--- config.mk ---
export PLATFORM = sky130hd
export DESIGN_NAME = ts_sync_aligner
export DESIGN_NICKNAME = d
export VERILOG_FILES = /design/src/rtl/ts_sync_aligner.sv
export SDC_FILE = /design/constraint.sdc
export NUM_CORES = 1
export LEC_CHECK = 0
export CAP_MARGIN = 20
export CORE_ASPECT_RATIO = 0.75
export CORE_MARGIN = 4
export CORE_UTILIZATION = 53
export DETAILED_ROUTE_END_ITERATION = 16
export GPL_TIMING_DRIVEN = 0
export PLACE_DENSITY = 0.83
export SKIP_CTS_REPAIR_TIMING = 1
export SLEW_MARGIN = 20
export SYNTH_ARGS = -nofsm -noshare
export SYNTH_HDL_FRONTEND = slang
export SYNTH_SLANG_ARGS = --single-unit
--- constraint.sdc ---
create_clock -name rclk -period 2.6 [get_ports rclk]
set_clock_uncertainty 0.1 [all_clocks]
set_input_delay 0.65 -clock rclk [delete_from_list [all_inputs] [get_ports rclk]]
set_output_delay 0.65 -clock rclk [all_outputs]
set_load 0.005 [all_outputs]
--- src/rtl/ts_sync_aligner.sv ---
// MPEG2-TS packet aligner: locks onto the 0x47 sync byte with lock/loss flywheels,
// forwards packet-aligned bytes while locked and extracts PID/TEI per packet.
module ts_sync_aligner #(
  parameter int                    DATA_WIDTH = 8,
  parameter int                    PKT_LEN    = 188,
  parameter logic [DATA_WIDTH-1:0] SYNC_BYTE  = 8'h47,
  parameter int                    LOCK_COUNT = 3,
  parameter int                    LOSS_COUNT = 3
) (
  input  logic                  rclk,
  input  logic                  rrst,
  input  logic [DATA_WIDTH-1:0] data_in,
  input  logic                  valid_in,
  output logic [DATA_WIDTH-1:0] data_out,
  output logic                  valid_out,
  output logic                  sop,
  output logic                  eop,
  output logic                  locked,
  output logic [12:0]           pid,
  output logic                  tei,
  output logic                  pid_valid,
  output logic                  sync_loss
);

  localparam int IDX_W   = $clog2(PKT_LEN);
  localparam int MAX_CNT = (LOCK_COUNT > LOSS_COUNT) ? LOCK_COUNT : LOSS_COUNT;
  localparam int CNT_W   = $clog2(MAX_CNT + 1);

  typedef enum logic [1:0] {
    HUNT   = 2'd0,
    VERIFY = 2'd1,
    LOCKED = 2'd2
  } state_t;

  state_t           state_r;
  logic [IDX_W-1:0] byte_idx_r;
  logic [CNT_W-1:0] good_cnt_r;
  logic [CNT_W-1:0] bad_cnt_r;
  logic [4:0]       pid_hi_r;
  logic             tei_cap_r;

  logic             idx_zero_s;
  logic             idx_last_s;
  logic [IDX_W-1:0] idx_next_s;
  logic             sync_hit_s;

  // Packet position decode and sync compare for the current input byte.
  always_comb begin
    idx_zero_s = (byte_idx_r == '0);
    idx_last_s = (byte_idx_r == IDX_W'(PKT_LEN - 1));
    sync_hit_s = (data_in == SYNC_BYTE);
    if (idx_last_s) begin
      idx_next_s = '0;
    end else begin
      idx_next_s = byte_idx_r + IDX_W'(1);
    end
  end

  // Alignment FSM with registered stream, marker and PID outputs.
  always_ff @(posedge rclk or posedge rrst) begin
    if (rrst) begin
      state_r    <= HUNT;
      byte_idx_r <= '0;
      good_cnt_r <= '0;
      bad_cnt_r  <= '0;
      pid_hi_r   <= 5'd0;
      tei_cap_r  <= 1'b0;
      data_out   <= '0;
      valid_out  <= 1'b0;
      sop        <= 1'b0;
      eop        <= 1'b0;
      locked     <= 1'b0;
      pid        <= 13'd0;
      tei        <= 1'b0;
      pid_valid  <= 1'b0;
      sync_loss  <= 1'b0;
    end else begin
      valid_out <= 1'b0;
      sop       <= 1'b0;
      eop       <= 1'b0;
      pid_valid <= 1'b0;
      sync_loss <= 1'b0;
      if (valid_in) begin
        case (state_r)
          HUNT: begin
            if (sync_hit_s) begin
              state_r    <= VERIFY;
              byte_idx_r <= IDX_W'(1);
              good_cnt_r <= CNT_W'(1);
            end else begin
              byte_idx_r <= '0;
            end
          end
          VERIFY: begin
            if (!idx_zero_s) begin
              byte_idx_r <= idx_next_s;
            end else if (sync_hit_s) begin
              byte_idx_r <= idx_next_s;
              if (good_cnt_r == CNT_W'(LOCK_COUNT - 1)) begin
                // The sync byte that completes acquisition is the first one forwarded.
                state_r    <= LOCKED;
                locked     <= 1'b1;
                good_cnt_r <= '0;
                bad_cnt_r  <= '0;
                data_out   <= data_in;
                valid_out  <= 1'b1;
                sop        <= 1'b1;
              end else begin
                good_cnt_r <= good_cnt_r + CNT_W'(1);
              end
            end else begin
              state_r    <= HUNT;
              byte_idx_r <= '0;
              good_cnt_r <= '0;
            end
          end
          LOCKED: begin
            if (idx_zero_s && !sync_hit_s && (bad_cnt_r == CNT_W'(LOSS_COUNT - 1))) begin
              state_r    <= HUNT;
              locked     <= 1'b0;
              sync_loss  <= 1'b1;
              byte_idx_r <= '0;
              good_cnt_r <= '0;
              bad_cnt_r  <= '0;
            end else begin
              data_out   <= data_in;
              valid_out  <= 1'b1;
              sop        <= idx_zero_s;
              eop        <= idx_last_s;
              byte_idx_r <= idx_next_s;
              if (idx_zero_s) begin
                // Flywheel: a missing sync is tolerated and the byte still marks sop.
                if (sync_hit_s) begin
                  bad_cnt_r <= '0;
                end else begin
                  bad_cnt_r <= bad_cnt_r + CNT_W'(1);
                end
              end else begin
                bad_cnt_r <= bad_cnt_r;
              end
              if (byte_idx_r == IDX_W'(1)) begin
                pid_hi_r  <= data_in[4:0];
                tei_cap_r <= data_in[7];
              end else if (byte_idx_r == IDX_W'(2)) begin
                pid       <= {pid_hi_r, data_in[7:0]};
                tei       <= tei_cap_r;
                pid_valid <= 1'b1;
              end else begin
                pid_hi_r  <= pid_hi_r;
              end
            end
          end
          default: begin
            state_r    <= HUNT;
            locked     <= 1'b0;
            byte_idx_r <= '0;
            good_cnt_r <= '0;
            bad_cnt_r  <= '0;
          end
        endcase
      end else begin
        state_r <= state_r;
      end
    end
  end

endmodule

## Word-level counts from Yosys, hierarchy flattened

Index checks and enable logic that the tools add are counted.

- ROM bits: 0
- Memories kept: 0
- Logic and storage cells: 103
- RAM bits: 0
- Latch bits: 0
- Register bits after elaboration: 48

- Equal/unequal tests: 16
- Reductions and logical operators: 13
- $mul: 0
- Shifts and indexed selects: 0
- Divide/modulo/power cells: 0
- $add $sub $neg: 3
- Bitwise gates (word level): 3
- Multiplexer cells: 53
- Magnitude comparators: 0

Operators with widths:

| cell | number |
|---|---|
| 8-bit two-way mux | 8 |
| 2-bit two-way mux | 14 |
| 8-bit one-hot mux with 3 select lines | 1 |
| 1-bit two-way mux | 23 |
| 2-bit one-hot mux with 3 select lines | 3 |
| 6-bit AND reduction | 3 |
| 8-bit one-hot mux with 2 select lines | 1 |
| 2-bit inequality test, second input constant | 6 |
| 5-bit AND reduction | 2 |
| 8-bit by 1-bit adder with 8-bit output, second input constant | 1 |
| 8-bit by 1-bit equality test with 1-bit output, second input constant | 1 |
| 8-bit by 2-bit equality test with 1-bit output, second input constant | 1 |
| 8-bit by 7-bit equality test with 1-bit output, second input constant | 1 |
| 8-bit equality test, second input constant | 1 |
| 8-bit zero test | 1 |
| 4-bit AND reduction | 2 |
| 2-bit equality test, second input constant | 3 |
| 3-bit inequality test, second input constant | 2 |
| 2-bit by 1-bit adder with 2-bit output, second input constant | 2 |
| 1-bit one-hot mux with 2 select lines | 2 |
| 1-bit NOT | 3 |
| 1-bit one-hot mux with 3 select lines | 1 |
| 2-bit by 1-bit equality test with 1-bit output, second input constant | 1 |
| 1-bit logical AND | 2 |
| other kinds (3) | 3 |

## Depth between registers and ports, before layout

Gate-level depths: netlist of the first run.

- Depth in word-level cells: 7
- Gate-level depth with buffers: 7

## Least setup slack after synthesis of the first run

No wires, ideal clock.

- Path type: input-to-reg
- From: in data_in[7]
- To: reg good_cnt_r[1]
- Data required time: 2,420 ps
- Path buffers: 0
- Arrival: 2,048 ps
- Path slack: 372 ps
- Cell stages on the path: 5
- Cells stage by stage: and4bb_2 a21oi_2 a31oi_1 or4b_1 mux2i_1

- Cells in the longest elaborated chain, start to end: 6

Ends and longest elaborated chain:

| item | RTL line | source |
|---|---|---|
| from (decl) | 12 | `input logic [DATA_WIDTH-1:0] data_in,` |
| 8-bit by 7-bit equality test with 1-bit output * | 51 | `sync_hit_s = (data_in == SYNC_BYTE);` |
| 1-bit zero test | 118 | `if (idx_zero_s && !sync_hit_s && (bad_cnt_r == CNT_W'(LOSS_COUNT - 1))) begin` |
| 1-bit logical AND (2 in series) | 118 |  |
| 2-bit inequality test (no source line) | -- |  |
| 4-bit AND reduction (no source line) | -- |  |
| to (signal assigned) | 109 | `good_cnt_r <= good_cnt_r + CNT_W'(1);` |
| to (decl) | 37 | `logic [CNT_W-1:0] good_cnt_r;` |

Every way passes the cells marked *; elsewhere a longest branch is shown, timed or not. The select of a mux whose other input is x is not followed.
A chain may end at the register's enable or synchronous reset.

## Worst setup path in the final report of the first run

- From: in data_in[4]
- To: reg good_cnt_r[1]

Same word-level chain as after synthesis.

==> flow_metrics.tcl, run 1 <==
set metrics [dict create \
    min_period_over_period_pct 100.9 \
    crit_type "input pin to flip-flop" \
    initial_core_util_pct 56.21 \
    worstPathRequired_ns 2.72 \
    first_pass_iters 4 \
    whs_path_depth 1 \
    ys_seq_area_share_pct 51.75 \
    switchingPower_mw 0.5351 \
    r2r_setup_slack_ns 0.14 \
    clk_latency_ns 0.30 \
    drv_cap 0 \
    wirelength_um 5211 \
    first_global_vias 1742 \
    cp-startpoint "data_in[4]" \
    syn_to_final_growth_pct 28.46 \
    placed_cells 289 \
    slew_violations 0 \
    fin_util_pct 72.21 \
    root_buffer "clkbuf_8" \
    r2r-start "byte_idx_r[3]$_DFFE_PP0P_" \
    arrival_ns 2.75 \
    drt-wirelength-per-cell_um 17.37 \
    p_sw_share_pct 25.40 \
    rsz0062_at_grt "yes" \
    hp-class "flip-flop to flip-flop" \
    p_leak_nw 1.290 \
    diodes 0 \
    final-setup-viol-count 1 \
    r2r_end "data_out[5]$_DFFE_PP0P_" \
    row_count 20 \
    synth-edff-count 0 \
    synth.cell_area_um2 2321 \
    async_flop_share_pct 100.0 \
    grt_overflow_total 0 \
    min_period_ns 2.623 \
    clock_sinks 48 \
    ant_nets 0 \
    final_cells 300 \
    core-area_um2 4129 \
    holdCritStartpoint "pid[11]$_DFFE_PP0P_" \
    slew_headroom_pct 62.68 \
    start_kind "input pin" \
    numCtsBuffers 5 \
    drc 0 \
    final.setup.worst_slack_ns -0.02316 \
    p_comb_share_pct 25.4 \
    fp.dieW_um 84.41 \
    path_clk_slew_ns 0.08 \
    synth_ff_type "dfrtp_1" \
    yosys_register_bits 48 \
    min_to "pid[11]$_DFFE_PP0P_" \
    io_buffer_count 38 \
    dieArea_um2 5513 \
    cp_max_fo 10 \
    yosys_warnings 0 \
    grt_use_total_pct 19.25 \
    htree_levels 2 \
    routabilityCongestion 0.8743 \
    clkPwrFrac_pct 29.1 \
    fin_nets 265 \
    seq_area_um2 1201 \
    p_seq_share_pct 45.4 \
    status "complete, but fails checks" \
    p_int_mw 1.572 \
    crit_path_cell_trace "clkdlybuf4s50_1, and4bb_2, a21oi_4, a31oi_2, or4b_1, mux2i_1" \
    synth_cell_types 45 \
    syn_area_per_cell_um2 11.90 \
    die_height_um 65.31 \
    grt_pass1_wl_um 8418 \
    io_pins 39 \
    worstSetupEndpointType "flip-flop" \
    violations "setup timing" \
    grt_antenna_before_repair 0 \
    dr.first_iter.drc_count 73 \
    vias 1733 \
    fmax_ghz 0.3812 \
    synth_cells 195 \
    dp.final_hpwl_um 3816 \
    tns_ns -0.02316 \
    synth_nets 215 \
    vias_per_cell 5.777 \
    drive_gt1_share_pct 22.45 \
    ir_drop_mv 0.4330 \
    multi_input_area_um2 1069 \
    grt_max_degree 27 \
    powerDensity_nw_per_um2 706.6 \
    cp_slowest_stage_delay_ns 0.58 \
    total_power_mw 2.107 \
    tritoncts "yes" \
    ctsLongestPathBuffers 2 \
    reg2regPathDepth 6 \
    critical-path-slowest-cell "or4b_1" \
    worst-slew-pin-transition_ns 0.5578 \
    hold_viol_final 0 \
    fillers 307 \
]
## power by group through the flow
stage | sequential, mW | clock [mW] | combinational, mW
after global placement | 0.967 | 0 | 0.498
final | 0.957 | 0.613 | 0.536
after CTS | 0.959 | 0.628 | 0.527
after floorplan | 0.967 | 0 | 0.262
after global routing | 0.978 | 0.660 | 0.586
after detailed placement | 0.972 | 0 | 0.521
## layout make-up
| type | instances | area share, % |
|---|---|---|
| Timing Repair Buffer | 43 | 14.86 |
| Clock buffer | 5 | 2.308 |
| Tap cell | 55 | 2.308 |
| Inverter | 14 | 1.762 |
| Multi-Input combinational cell | 130 | 35.84 |
| Clock inverter | 2 | 2.014 |
| Buffer | 3 | 0.6295 |
| Sequential cell | 48 | 40.29 |
## state kept, by name (all words and copies together), names as in the netlist
register    flops
bad_cnt_r       2
eop             1
good_cnt_r      2
tei_cap_r       1
sop             1
pid            13
valid_out       1
locked          1
state_r         2
tei             1
pid_valid       1
data_out        8
sync_loss       1
pid_hi_r        5
byte_idx_r      8
## cell usage in the layout (no fill, tap or decap), types with 2 or more instances in the layout
cell / Yosys / final
a31o_2: 2 / 2
nand3_1: 5 / 5
buf_1: 2 / 2
buf_12: 0 / 2
buf_4: 0 / 3
o22ai_1: 3 / 3
o211ai_1: 2 / 2
inv_1: 14 / 13
nand2b_1: 5 / 5
and3_1: 2 / 2
nor2_1: 11 / 11
mux2_2: 29 / 29
o31a_1: 2 / 2
o21ai_0: 8 / 8
a21oi_1: 2 / 2
o221ai_1: 2 / 2
clkdlybuf4s50_1: 0 / 38
dfrtp_1: 48 / 48
bufinv_16: 0 / 2
and4bb_2: 2 / 2
nand2_1: 11 / 11
ha_1: 9 / 9
clkbuf_8: 0 / 5
nor3_1: 5 / 5
or3_1: 4 / 4
a31oi_1: 3 / 2
## worst max-delay path by stage
stage | to | slack (ns) | cells past startpoint
CTS | good_cnt_r[1]$_DFFE_PP0P_ | -0.16 | 6
floorplan | good_cnt_r[1]$_DFFE_PP0P_ | 0.37 | 5
global placement | good_cnt_r[1]$_DFFE_PP0P_ | -0.39 | 6
global route | good_cnt_r[1]$_DFFE_PP0P_ | -0.15 | 6
finish | good_cnt_r[1]$_DFFE_PP0P_ | -0.02 | 6
detailed placement | good_cnt_r[1]$_DFFE_PP0P_ | -0.43 | 6
## synthesized netlist by cell type, drive strengths merged, types with 2 or more instances
cell type  number  area [um^2]
a21oi           3        18.77
a31o            2        17.52
a31oi           3        18.77
and3            2        12.51
and4bb          2        25.02
buf             3        18.77
dfrtp          48         1201
ha              9        112.6
inv            14        52.55
mux2           30        337.8
nand2          11        41.29
nand2b          5        31.28
nand3           5        25.02
nor2           11        41.29
nor3            6        35.03
nor4            2        27.53
o211ai          2        15.01
o21ai           9        48.80
o221ai          2        17.52
o22ai           3        18.77
o31a            2        17.52
or3             4        25.02
## cells by family (layout without fill, tap and decap cells)
logic type      after synthesis  after routing  synth area share [%]
flops                        48             48                 51.75
fa+ha+maj                     9              9                 4.852
simple gates                 54             54                 14.23
mux                          31             31                 14.99
xor+xnor                      1              1                0.3774
compound gates               35             35                 10.73
buf+inv                      17             67                 3.073
## per-stage QoR
step | worst slack [ns] | hold WS (ns) | area [um^2]
after floorplan | 0.3723 | 0.3736 | 2321
after global placement | -0.3942 | 0.3719 | 2770
after detailed placement | -0.4269 | 0.3899 | 2790
after CTS | -0.1550 | 0.4117 | 2919
after global routing | -0.1460 | 0.4330 | 2982
final | -0.02316 | 0.4101 | 2982
## metal layers
metal / part of all wire, % / GRT usage [%]
met3: 4.0 / 3.885
met4: 1.4 / 7.312
met2: 49 / 29.92
met1: 45 / 26.87
met5: 0 / 0
## critical path, delay by kind of cell
kind            cells  cell delay [ns]
compound gates      2             0.54
buf+inv             1             0.53
mux                 1             0.13
simple gates        2             0.89
No activity file was read; power rests on OpenSTA's default activity.
==> run 2, diff against run 1 <==
Settings changed: CELL_PAD_IN_SITES_DETAIL_PLACEMENT set to 1, CELL_PAD_IN_SITES_GLOBAL_PLACEMENT set to 1, CORE_UTILIZATION 53 to 42, PLACE_DENSITY 0.83 to 0.82.
==> run 2 against run 1 <==
The flow now finishes without violations. Design area rose by 0.42%. Hold slack got worse by 0.020 ns. Routed wire length up 16%. Maximum frequency increased by 5.1%. Setup slack gained 0.13 ns. Non-clock buffer count is the same. Final cell count is 7.0% higher. Critical path type unchanged. Largest power group unchanged. Highest routed layer unchanged.
==> flow_metrics.tcl, run 2 (synthesis gave the netlist of run 1 again) <==
set metrics [dict create \
    io_buffer_count 38 \
    drv_cap 0 \
    core-area_um2 5353 \
    dieArea_um2 6792 \
    dp.final_hpwl_um 4454 \
    cp_num_buf_inv 1 \
    grt_max_degree 33 \
    min_period_over_period_pct 95.96 \
    final_cells 321 \
    whs_ns 0.3902 \
    path_clk_slew_ns 0.09 \
    worstSetupEndpointType "flip-flop" \
    htree_levels 2 \
    hp-class "flip-flop to flip-flop" \
    cp_slowest_stage_delay_ns 0.58 \
    ctsLongestPathBuffers 2 \
    wirelength_um 6067 \
    crit_type "input pin to flip-flop" \
    critical-path-slowest-cell "or4b_1" \
    powerDensity_nw_per_um2 684.4 \
    placed_cells 309 \
    syn_to_final_growth_pct 29.00 \
    first_pass_iters 4 \
    dpl_cell_area_um2 2815 \
    p_leak_nw 1.280 \
    worst-slew-pin-transition_ns 0.5879 \
    rsz0062_at_grt "yes" \
    regMostFlops "pid" \
    row_count 23 \
    vias_per_cell 5.380 \
    tritoncts "yes" \
    ant_nets 0 \
    grt_pass1_wl_um 10150 \
    path_delay_family "simple AND/OR/NAND/NOR gates" \
    final-setup-viol-count 0 \
    cp_max_fo 10 \
    grt_overflow_total 0 \
    drc 0 \
    reg_top3 "pid (13), byte_idx_r (8), data_out (8)" \
    fp.dieW_um 93.84 \
    clock_sinks 48 \
    status "completed" \
    final_common_cell "dfrtp_1" \
    die_height_um 72.38 \
    start_kind "input pin" \
    root_buffer "clkbuf_8" \
    tns_ns 0 \
    diodes 0 \
    numCtsBuffers 5 \
    grt_antenna_before_repair 0 \
    fmax_ghz 0.4008 \
    arrival_ns 2.63 \
    dr.first_iter.drc_count 36 \
    worstPathRequired_ns 2.73 \
    initial_core_util_pct 43.36 \
    largest_reg_flops 13 \
    fin_nets 265 \
    io_pins 39 \
    slew_headroom_pct 60.66 \
    slew_violations 0 \
    drt-wirelength-per-cell_um 18.90 \
    fin_util_pct 55.94 \
    grt_use_total_pct 19.59 \
    finalInstanceArea_um2 2994 \
    first_global_vias 1924 \
    routabilityCongestion 0.8398 \
    hold_viol_final 0 \
    min_period_ns 2.495 \
    drive_gt1_share_pct 22.36 \
    ir_drop_mv 0.3485 \
    vias 1727 \
    clk_latency_ns 0.30 \
    fillers 573 \
    crit_path_cell_trace "clkdlybuf4s50_1, and4bb_2, a21oi_4, a31oi_4, or4b_1, mux2i_1" \
    final_cell_mix "dfrtp_1 (48), clkdlybuf4s50_1 (38), mux2_2 (29)" \
]
==> run 2: cell type report <==
type	count	area (um^2)	area share, %
sequential	48	1201	40.12
multi-input combinational	130	1077	35.98
timing repair buffer	43	442.9	14.79
tap	75	93.84	3.134
clock buffer	6	72.57	2.424
inverter	14	52.55	1.755
clock inverter	2	35.03	1.170
buffer	3	18.77	0.6268
==> run 2: per-stage QoR <==
stage	setup WS, ns	power (mW)
after floorplan	0.3723	1.230
after global placement	-0.4330	1.471
after detailed placement	-0.4709	1.515
after CTS	-0.1548	2.059
after global routing	-0.01921	2.164
final	0.1050	2.049
==> run 2: final timing paths <==
kind | startpoint | end | slack, ns | cells after the start
max in group asynchronous | rrst | byte_idx_r[1]$_DFFE_PP0P_ | 1.34 | 3
worst min register to register | pid[2]$_DFFE_PP0P_ | pid[2]$_DFFE_PP0P_ | 0.39 | 1
worst min-delay path | pid[2]$_DFFE_PP0P_ | pid[2]$_DFFE_PP0P_ | 0.39 | 1
min in group asynchronous | rrst | pid_hi_r[1]$_DFFE_PP0P_ | 0.56 | 2
worst max register to register | byte_idx_r[5]$_DFFE_PP0P_ | pid[6]$_DFFE_PP0P_ | 0.12 | 5
worst max-delay path | data_in[4] | good_cnt_r[1]$_DFFE_PP0P_ | 0.11 | 6
==> run 2: routing by layer <==
| layer | vias to the layer above | part of all wire [%] | global-route usage, % |
|---|---|---|---|
| met1 | 889 | 45 | 25.96 |
| met4 | 0 | 1.1 | 6.250 |
| li1 | 812 | - | - |
| met3 | 7 | 2.3 | 3.834 |
| met5 | - | 0 | 0 |
| met2 | 19 | 51 | 32.57 |
==> run 2: report_power, final <==
group | switching (mW) | internal, mW | total, mW
Combinational | 0.235 | 0.310 | 0.545
Sequential | 0.0816 | 0.885 | 0.966
Clock | 0.252 | 0.286 | 0.538
==> run 3, diff against run 2 <==
Settings changed: CORE_UTILIZATION 42 to 45, PLACE_DENSITY 0.82 to 0.87.
Clock period 2.6 ns to 2.9 ns, I/O delays scaled along.
==> run 3 against run 2 <==
Combinational power down 13%. Setup slack better by 0.038 ns. Power down 11%. Sequential power down 10%. Clock power down 11%. Register-to-register slack better by 0.18 ns. Critical endpoint is now pid[3]$_DFFE_PP0P_. Hold slack better by 0.015 ns. Core utilization up 3.6 points. Via count up 1.5%. Final cell count down 5.0%. Global-route usage down 0.51 points. Non-clock buffer count down 1.
==> flow_metrics.tcl, run 3 (synthesis gave the netlist of run 1 again) <==
set metrics [dict create \
    status "completed" \
    start_kind "input pin" \
    clkPwrFrac_pct 26.3 \
    die_height_um 70.20 \
    syn_to_final_growth_pct 26.36 \
    fillers 524 \
    drt-met1-wl_um 2671 \
    reg_top3 "pid (13), byte_idx_r (8), data_out (8)" \
    rsz0062_at_grt "no" \
    fmax_ghz 0.3627 \
    final.setup.worst_slack_ns 0.1425 \
    path_clk_slew_ns 0.09 \
    dieArea_um2 6382 \
    fin_nets 264 \
    vias_per_cell 5.748 \
    cp_slowest_stage_delay_ns 0.56 \
    fp.dieW_um 90.93 \
    grt_max_degree 36 \
    arrival_ns 2.85 \
    wirelength_um 5760 \
    dp_slack_ns -0.2219 \
    routabilityCongestion 0.8482 \
    grt_overflow_total 0 \
    row_count 22 \
    numCtsBuffers 5 \
    r2r_end "pid[3]$_DFFE_PP0P_" \
    worstPathRequired_ns 2.99 \
    holdCritStartpoint "pid[2]$_DFFE_PP0P_" \
    drc 0 \
    dr_wl_met2_um 2822 \
    p_seq_share_pct 47.6 \
    placed_cells 294 \
    ant_nets 0 \
    dp.final_hpwl_um 4331 \
    io_buffer_count 38 \
    final_cell_mix "dfrtp_1 (48), clkdlybuf4s50_1 (38), mux2_2 (29)" \
    total_power_mw 1.822 \
    switchingPower_mw 0.4971 \
    grt_pass1_wl_um 9701 \
    worst-slew-pin-transition_ns 0.5373 \
    hp-class "flip-flop to flip-flop" \
    ir_drop_mv 0.3282 \
    largest_reg_flops 13 \
    r2r_setup_slack_ns 0.30 \
    grt_antenna_before_repair 0 \
    grt_use_total_pct 19.08 \
    first_global_vias 1831 \
    core-area_um2 4927 \
    p_leak_nw 1.264 \
    root_buffer "clkbuf_8" \
    clk_latency_ns 0.30 \
    hold_viol_final 0 \
    min_to "pid[2]$_DFFE_PP0P_" \
    drv_cap 0 \
    diodes 0 \
    htree_levels 2 \
    drive_gt1_share_pct 21.63 \
    p_sw_share_pct 27.29 \
    dr.first_iter.drc_count 43 \
    critical-path-slowest-cell "clkdlybuf4s50_1" \
    crit_path_cell_trace "clkdlybuf4s50_1, and4bb_2, a21oi_2, nor4b_4, buf_6, mux2_2" \
    whs_path_depth 1 \
    ctsLongestPathBuffers 2 \
    final_cells 305 \
    initial_core_util_pct 47.11 \
    slew_headroom_pct 64.03 \
    clock_sinks 48 \
    p_comb_share_pct 26.1 \
    route.top_layer_used "met4" \
    first_pass_iters 4 \
    final_common_cell "dfrtp_1" \
    reg2regPathDepth 5 \
    regMostFlops "pid" \
    tns_ns 0 \
    r2r-start "byte_idx_r[3]$_DFFE_PP0P_" \
    cp_max_fo 10 \
    io_pins 39 \
    min_period_over_period_pct 95.09 \
    crit_type "input pin to flip-flop" \
    vias 1753 \
    final-setup-viol-count 0 \
    drt-wirelength-per-cell_um 18.89 \
    p_int_mw 1.325 \
    tritoncts "yes" \
    min_period_ns 2.757 \
    wl_met3_um 190 \
    slew_violations 0 \
    worstSetupEndpointType "flip-flop" \
    powerDensity_nw_per_um2 621.2 \
]
==> run 3: final cells by class <==
class	instances	area [um^2]	area share (%)
Timing Repair Buffer	42	422.9	14.42
Clock buffer	6	72.57	2.474
Inverter	14	52.55	1.792
Tap cell	60	75.07	2.560
Sequential cell	48	1201	40.96
Buffer	3	18.77	0.6399
Clock inverter	2	35.03	1.195
Multi-Input combinational cell	130	1055	35.96
==> run 3: worst max-delay path, delay by kind of cell <==
kind                   cells  cell delay, ns
and+or+nand+nor            2            0.85
muxes                      1            0.35
buffers and inverters      2            0.79
AOI/OAI and AO/OA          1            0.13
==> run 3: stage by stage <==
stage / instance area, um^2 / utilization (%) / hold slack, ns
final: 2933 / 59.52 / 0.4049
after global routing: 2933 / 59.52 / 0.4214
after CTS: 2904 / 58.94 / 0.4082
after detailed placement: 2796 / 56.75 / 0.3878
after global placement: 2776 / 56.35 / 0.3691
after floorplan: 2321 / - / 0.3736
==> run 3: metal layers <==
metal	up-vias	GRT usage [%]
li1	807	-
met1	906	25.80
met2	33	30.91
met3	7	4.090
met4	0	5.518
met5	-	0
==> run 3: power by group through the flow <==
| stage | Clock (mW) | Sequential [mW] | Combinational, mW |
|---|---|---|---|
| floorplan | 0 | 0.867 | 0.235 |
| global placement | 0 | 0.867 | 0.449 |
| detailed placement | 0 | 0.881 | 0.470 |
| CTS | 0.486 | 0.868 | 0.474 |
| global route | 0.512 | 0.885 | 0.524 |
| finish | 0.479 | 0.868 | 0.475 |
==> run 3: worst max-delay path by stage <==
stage | slack, ns | from | endpoint | depth (start not counted)
floorplan | 0.60 | data_in[7] | good_cnt_r[1]$_DFFE_PP0P_ | 5
global placement | -0.20 | data_in[7] | data_out[6]$_DFFE_PP0P_ | 6
detailed placement | -0.22 | data_in[7] | data_out[5]$_DFFE_PP0P_ | 6
CTS | 0.10 | data_in[7] | data_out[1]$_DFFE_PP0P_ | 6
global route | 0.04 | data_in[7] | good_cnt_r[1]$_DFFE_PP0P_ | 6
finish | 0.14 | data_in[0] | pid[3]$_DFFE_PP0P_ | 6
